`src/rtl/victim_refill_controller.sv`:
```
// rtl/victim_refill_controller.sv - victim writeback and line refill sequencer for one cache miss
//
// Purpose: takes one miss at a time, reads the victim way picked by the
// replacement controller, writes it back when valid and dirty, fetches the
// missing line from next-level memory and installs it in the victim way,
// then reports the install as an access so the LRU state is refreshed.
//
// Ports:
//   clock, reset          - clock, asynchronous active-low reset
//   miss_*                - miss request (valid/ready handshake, index, tag)
//   selected_way          - one-hot victim way from the replacement controller
//   current_index/_access - index / accessed way reported to the replacement controller
//   access_valid          - access report pulse
//   meta_read_*           - tag/data array read request (1-cycle read latency)
//   meta_valid/dirty/tag/data - victim metadata and line returned by the arrays
//   wb_*                  - writeback request to next-level memory
//   mem_req_*             - fill request to next-level memory
//   mem_resp_*            - fill response from next-level memory
//   array_write_*         - install write into the arrays (valid=1, dirty=0)
//   refill_done           - completion pulse
module victim_refill_controller #(
    parameter int NUMBER_OF_WAYS = 8,
    parameter int INDEX_BITS     = 8,
    parameter int TAG_BITS       = 20,
    parameter int LINE_WIDTH     = 128
) (
    input  logic                                 clock,
    input  logic                                 reset,
    input  logic                                 miss_valid,
    output logic                                 miss_ready,
    input  logic [INDEX_BITS-1:0]                miss_index,
    input  logic [TAG_BITS-1:0]                  miss_tag,
    input  logic [NUMBER_OF_WAYS-1:0]            selected_way,
    output logic [INDEX_BITS-1:0]                current_index,
    output logic [$clog2(NUMBER_OF_WAYS)-1:0]    current_access,
    output logic                                 access_valid,
    output logic                                 meta_read_en,
    output logic [INDEX_BITS-1:0]                meta_read_index,
    output logic [$clog2(NUMBER_OF_WAYS)-1:0]    meta_read_way,
    input  logic                                 meta_valid,
    input  logic                                 meta_dirty,
    input  logic [TAG_BITS-1:0]                  meta_tag,
    input  logic [LINE_WIDTH-1:0]                meta_data,
    output logic                                 wb_valid,
    input  logic                                 wb_ready,
    output logic [TAG_BITS+INDEX_BITS-1:0]       wb_address,
    output logic [LINE_WIDTH-1:0]                wb_data,
    output logic                                 mem_req_valid,
    input  logic                                 mem_req_ready,
    output logic [TAG_BITS+INDEX_BITS-1:0]       mem_req_address,
    input  logic                                 mem_resp_valid,
    input  logic [LINE_WIDTH-1:0]                mem_resp_data,
    output logic                                 array_write_en,
    output logic [INDEX_BITS-1:0]                array_write_index,
    output logic [$clog2(NUMBER_OF_WAYS)-1:0]    array_write_way,
    output logic [TAG_BITS-1:0]                  array_write_tag,
    output logic [LINE_WIDTH-1:0]                array_write_data,
    output logic                                 refill_done
);

    localparam int WAY_BITS = $clog2(NUMBER_OF_WAYS);

    typedef enum logic [2:0] {
        ST_IDLE,
        ST_SELECT,
        ST_READ,
        ST_WRITEBACK,
        ST_FILL_REQ,
        ST_FILL_WAIT,
        ST_INSTALL
    } state_t;

    state_t                  state_q, state_d;
    logic [INDEX_BITS-1:0]   index_q, index_d;
    logic [TAG_BITS-1:0]     tag_q, tag_d;
    logic [WAY_BITS-1:0]     way_q, way_d;
    logic [TAG_BITS-1:0]     victim_tag_q, victim_tag_d;
    logic [LINE_WIDTH-1:0]   victim_data_q, victim_data_d;
    logic [LINE_WIDTH-1:0]   fill_data_q, fill_data_d;
    logic [WAY_BITS-1:0]     sel_way_enc;

    // Lowest set bit wins: scanning downwards lets the lowest index overwrite
    // any higher one. An all-zero vector falls through to way 0.
    always_comb begin
        sel_way_enc = '0;
        for (int i = NUMBER_OF_WAYS - 1; i >= 0; i--) begin
            if (selected_way[i]) begin
                sel_way_enc = WAY_BITS'(i);
            end
        end
    end

    always_ff @(posedge clock or negedge reset) begin
        if (!reset) begin
            state_q       <= ST_IDLE;
            index_q       <= '0;
            tag_q         <= '0;
            way_q         <= '0;
            victim_tag_q  <= '0;
            victim_data_q <= '0;
            fill_data_q   <= '0;
        end else begin
            state_q       <= state_d;
            index_q       <= index_d;
            tag_q         <= tag_d;
            way_q         <= way_d;
            victim_tag_q  <= victim_tag_d;
            victim_data_q <= victim_data_d;
            fill_data_q   <= fill_data_d;
        end
    end

    always_comb begin
        state_d        = state_q;
        index_d        = index_q;
        tag_d          = tag_q;
        way_d          = way_q;
        victim_tag_d   = victim_tag_q;
        victim_data_d  = victim_data_q;
        fill_data_d    = fill_data_q;
        miss_ready     = 1'b0;
        meta_read_en   = 1'b0;
        wb_valid       = 1'b0;
        mem_req_valid  = 1'b0;
        array_write_en = 1'b0;
        access_valid   = 1'b0;
        refill_done    = 1'b0;

        case (state_q)
            ST_IDLE: begin
                miss_ready = 1'b1;
                if (miss_valid) begin
                    index_d = miss_index;
                    tag_d   = miss_tag;
                    state_d = ST_SELECT;
                end
            end
            ST_SELECT: begin
                way_d        = sel_way_enc;
                meta_read_en = 1'b1;
                state_d      = ST_READ;
            end
            ST_READ: begin
                victim_tag_d  = meta_tag;
                victim_data_d = meta_data;
                state_d       = (meta_valid && meta_dirty) ? ST_WRITEBACK : ST_FILL_REQ;
            end
            ST_WRITEBACK: begin
                wb_valid = 1'b1;
                if (wb_ready) begin
                    state_d = ST_FILL_REQ;
                end
            end
            ST_FILL_REQ: begin
                mem_req_valid = 1'b1;
                if (mem_req_ready) begin
                    state_d = ST_FILL_WAIT;
                end
            end
            ST_FILL_WAIT: begin
                if (mem_resp_valid) begin
                    fill_data_d = mem_resp_data;
                    state_d     = ST_INSTALL;
                end
            end
            ST_INSTALL: begin
                array_write_en = 1'b1;
                access_valid   = 1'b1;
                refill_done    = 1'b1;
                state_d        = ST_IDLE;
            end
            default: begin
                state_d = ST_IDLE;
            end
        endcase
    end

    // Passing miss_index through in IDLE lets the replacement controller
    // produce selected_way for the incoming miss; afterwards the latched index
    // keeps selected_way stable while the victim way is encoded.
    assign current_index     = (state_q == ST_IDLE) ? miss_index : index_q;
    assign current_access    = way_q;

    // The way register is loaded at the end of SELECT, so the read request
    // issued during SELECT uses the freshly encoded way directly.
    assign meta_read_index   = index_q;
    assign meta_read_way     = (state_q == ST_SELECT) ? sel_way_enc : way_q;

    assign wb_address        = {victim_tag_q, index_q};
    assign wb_data           = victim_data_q;
    assign mem_req_address   = {tag_q, index_q};

    assign array_write_index = index_q;
    assign array_write_way   = way_q;
    assign array_write_tag   = tag_q;
    assign array_write_data  = fill_data_q;

endmodule
```
`config.mk`:
```
export PLATFORM = sky130hd
export DESIGN_NAME = victim_refill_controller
export DESIGN_NICKNAME = d
export VERILOG_FILES = /design/src/rtl/victim_refill_controller.sv
export SDC_FILE = /design/constraint.sdc
export NUM_CORES = 1
export LEC_CHECK = 0
export BUFFER_PORTS_ARGS = -buffer_cell sky130_fd_sc_hd__buf_2
export CAP_MARGIN = 20
export CORE_AREA = 2 2 268 270
export DETAILED_ROUTE_END_ITERATION = 6
export DIE_AREA = 0 0 270 272
export GPL_ROUTABILITY_DRIVEN = 0
export GPL_TIMING_DRIVEN = 0
export MAX_ROUTING_LAYER = met4
export PLACE_DENSITY = 0.41
export SKIP_LAST_GASP = 1
export SYNTH_ARGS = -nofsm -noshare
export SYNTH_HDL_FRONTEND = slang
export SYNTH_SLANG_ARGS = --single-unit
```
`constraint.sdc`:
```
create_clock -name clock -period 1.5 [get_ports clock]
set_input_delay 0.15 -clock clock [delete_from_list [all_inputs] [get_ports clock]]
set_output_delay 0.15 -clock clock [all_outputs]
set_load 0.05 [all_outputs]
```
==> metrics <==
total length of routed wires=51200 um; FMAX=474 MHz; critical path startpoint category=flip-flop; clock tree from TritonCTS=done; count of maximum capacitance violations=0; Top delay family on crit path=buffers and inverters; critical-path cell list=buf_6 > nor3_4 > buf_12 > mux2_2 > buf_4; insertion delay to the later sink of the worst-skew pair=~0.54 ns; Worst Clk Skew=0.0174 ns; vias in the first global route=about 12000; met3 WL=2870 um; number of nets with antenna violations after detailed routing=0; Tightest Hold Check Type=primary input to flip-flop; Worst slew margin=0.519; Critical Path End Type=output port; Initial Utilization=0.173; share of the clock period used by the worst path after layout=1.41; Worst VDD drop=1650 uV; cell depth of the worst setup path=5; highest metal layer with signal wires=met4; Leak=~12 nW; drt initial violations=between 300 and 400; detailed-route vias per instance=between 3 and 4; Detailed Place HPWL=34300 um; crit path buf inv count=3; Routed WL per cell=around 18 um; chip width=270 um; Final setup violation count=~330; quantity of hold-fixing buffers added after cts=310; maximum fanout along the worst path=9; hold violation count in the final report=1; Reg2Reg Depth=11; Yosys cell types=24; cell area after synthesis=0.0122 mm^2; largest net degree at the start of global routing=113; Met2 Wirelength=25900 um; total routed wire length on the met1 layer=slightly above 20000 um; critical path type=flip-flop to output port; failing checks=negative hold slack, negative setup slack; wire length of the first global-routing pass=75400 um; buffer depth of the longest clock path=3; cell area power density=2680 mW/mm^2; die area=0.0734 mm^2; grt ovf=0; antenna violations before repair=1; Worst EP arrival=approximately 2.0 ns; # IOs=692; Tightest Pin Transition=0.721 ns; final critical-path required period=2.11 ns; unrepaired setup endpoints after global routing=yes; count of final max-slew check failures=0; Cells after Synth=749; Req. time, crit path=~1.4 ns; maximum cell stage delay along the critical path=0.37 ns; 1st-pass router iterations=4; top-area cell type share of the netlist area=0.635; Hold WS=-0.0291 ns; CP max-delay cell=dfrtp_1; share of the yosys chip area belonging to registers=0.635; clock slew at reported path FFs=about 0.06 ns; post-synthesis average cell area=16.3 um^2; library cell occupying the most area in the post-synthesis netlist=dfrtp_1; floorplan row count=98; min setup slack post-route=-0.610 ns; total vias in the final route=10734; aggregate global-route resource usage=0.138; post-synthesis register bit count=between 300 and 400; sum of internal, switching and leakage power=65.8 mW; net count of the mapped netlist=around 1100; count of port buffers added during placement=between 600 and 700; CTS HTree Levels=2; relative area change from synthesis to final layout=101%; Min-Delay Path Depth=2; count of nets after finishing=~2200; final core occ=0.348; number of clock sinks seen by CTS=310; top post-synthesis cells by area=dfrtp_1, mux2_2, buf_4, buf_6, nor3_4; CTS root buffer=clkbuf_16; Die Y=272 um; run status=finished with violations; yosys warns=0; share of cells above drive strength 1=0.664; placeable core region=around 0.071 mm^2; Inserted Clock Buffers=39; DRC Markers=0
cell usage after synthesis:
cell type and n:
a21oi_1 5, a2bb2oi_1 1, buf_2 4, buf_4 64
buf_6 16, dfrtp_1 310, inv_1 5, inv_2 1
mux2_2 313, nand2_1 4, nand2b_1 1, nand2b_4 1
nand3_1 4, nand4_1 1, nor2_1 3, nor3_1 3
nor3_2 1, nor3_4 2, nor4_1 1, o211ai_1 1
o21ai_0 3, o31a_1 1, o31ai_1 2, o41ai_1 2
kinds of logic (layout without fill, tap and decap cells):
| kind of cell | Yosys count | after routing | share of synthesized area |
|---|---|---|---|
| AOI/OAI and AO/OA | 15 | 15 | 0.00799 |
| buffers and inverters | 90 | 1255 | 0.0575 |
| DFF | 310 | 310 | 0.635 |
| muxes | 313 | 313 | 0.288 |
| other | 0 | 3 | 0 |
| and+or+nand+nor | 21 | 21 | 0.0112 |
state kept, by name, summed over array words and instances (netlist names):
signal	count
array_write_data	128
array_write_tag	20
array_write_index	8
array_write_way	3
wb_data	128
state_q	3
victim_tag_q	20
through the flow:
step | instances | area [um^2] | setup TNS, ns | setup WS (ns)
after floorplan | 749 | 12600 | -10.69 | -0.336
after global placement | 2390 | 17300 | -1939.73 | -5.98
after detailed placement | 2392 | 17300 | -107.51 | -0.607
after CTS | 2876 | 24400 | -133.09 | -0.660
after global routing | 2865 | 24600 | -141.14 | -0.714
final | 2867 | 24600 | -116.88 | -0.610
cell type report:
class                           instances  area [um^2]
Antenna cell                            3         7.51
Clock buffer                           61         1180
Fill cell                            6971        46200
Tap cell                              950         1190
Multi-Input combinational cell        349         4760
Sequential cell                       310         7770
Inverter                                6         37.5
Clock inverter                          5         28.8
Timing Repair Buffer                 1117         8840
Buffer                                 66          778
worst register-to-register path: cells and delay by family, from the launching register on:
kind	cells	cell delay, ns
buf+inv	9	1.11
flops	1	0.37
mux	1	0.30
simple gates	1	0.08
final timing paths:
check | from | end | slack [ns]
worst max-delay path | state_q[1] | current_index[6] | -0.61
worst min-delay path | selected_way[1] | array_write_way[1] | -0.03
worst max register to register | state_q[1] | array_write_data[27] | -0.49
worst min register to register | array_write_data[94] | array_write_data[94] | 0.50
max in group asynchronous | reset | array_write_index[6] | 0.19
min in group asynchronous | reset | array_write_data[39] | 0.20
power breakdown:
part	total, mW	internal (mW)	switching [mW]	leakage, nW
registers	15.3	12.7	2.62	3.70
logic	41.5	15.6	25.9	7.86
clock network	9.06	5.37	3.69	0.597
total	65.8	33.7	32.2	12.2
routing by layer:
layer / vias to the layer above / GRT usage
met3: 111 / 0.0324
met5: - / -
met4: 0 / 0.0551
li1: 4889 / -
met2: 410 / 0.237
met1: 5324 / 0.156
layout by cell type, fill, tap and decap left out, drive strengths merged:
cell and instances:
buf 864, mux2 313, dlygate4sd3 310, dfrtp 310, clkbuf 70, nor3 6, inv 6, a21oi 5
clkinv 5, nand2 4, nand3 4, diode 3, nor2 3, o21ai 3, nand2b 2, o41ai 2
o31ai 2, o31a 1, nor4 1, nand4 1, a2bb2oi 1, o211ai 1
timing repair:
| action | CTS | global route |
|---|---|---|
| gates resized for setup | 314 | 184 |
| pin swaps | 9 | 5 |
| setup buffers | 81 | 24 |
| gates cloned | 32 | 2 |
| hold endpoints to repair | 395 | 1 |
| endpoints found under the setup margin | 362 | 456 |
No activity file was read; power rests on OpenSTA's default activity.
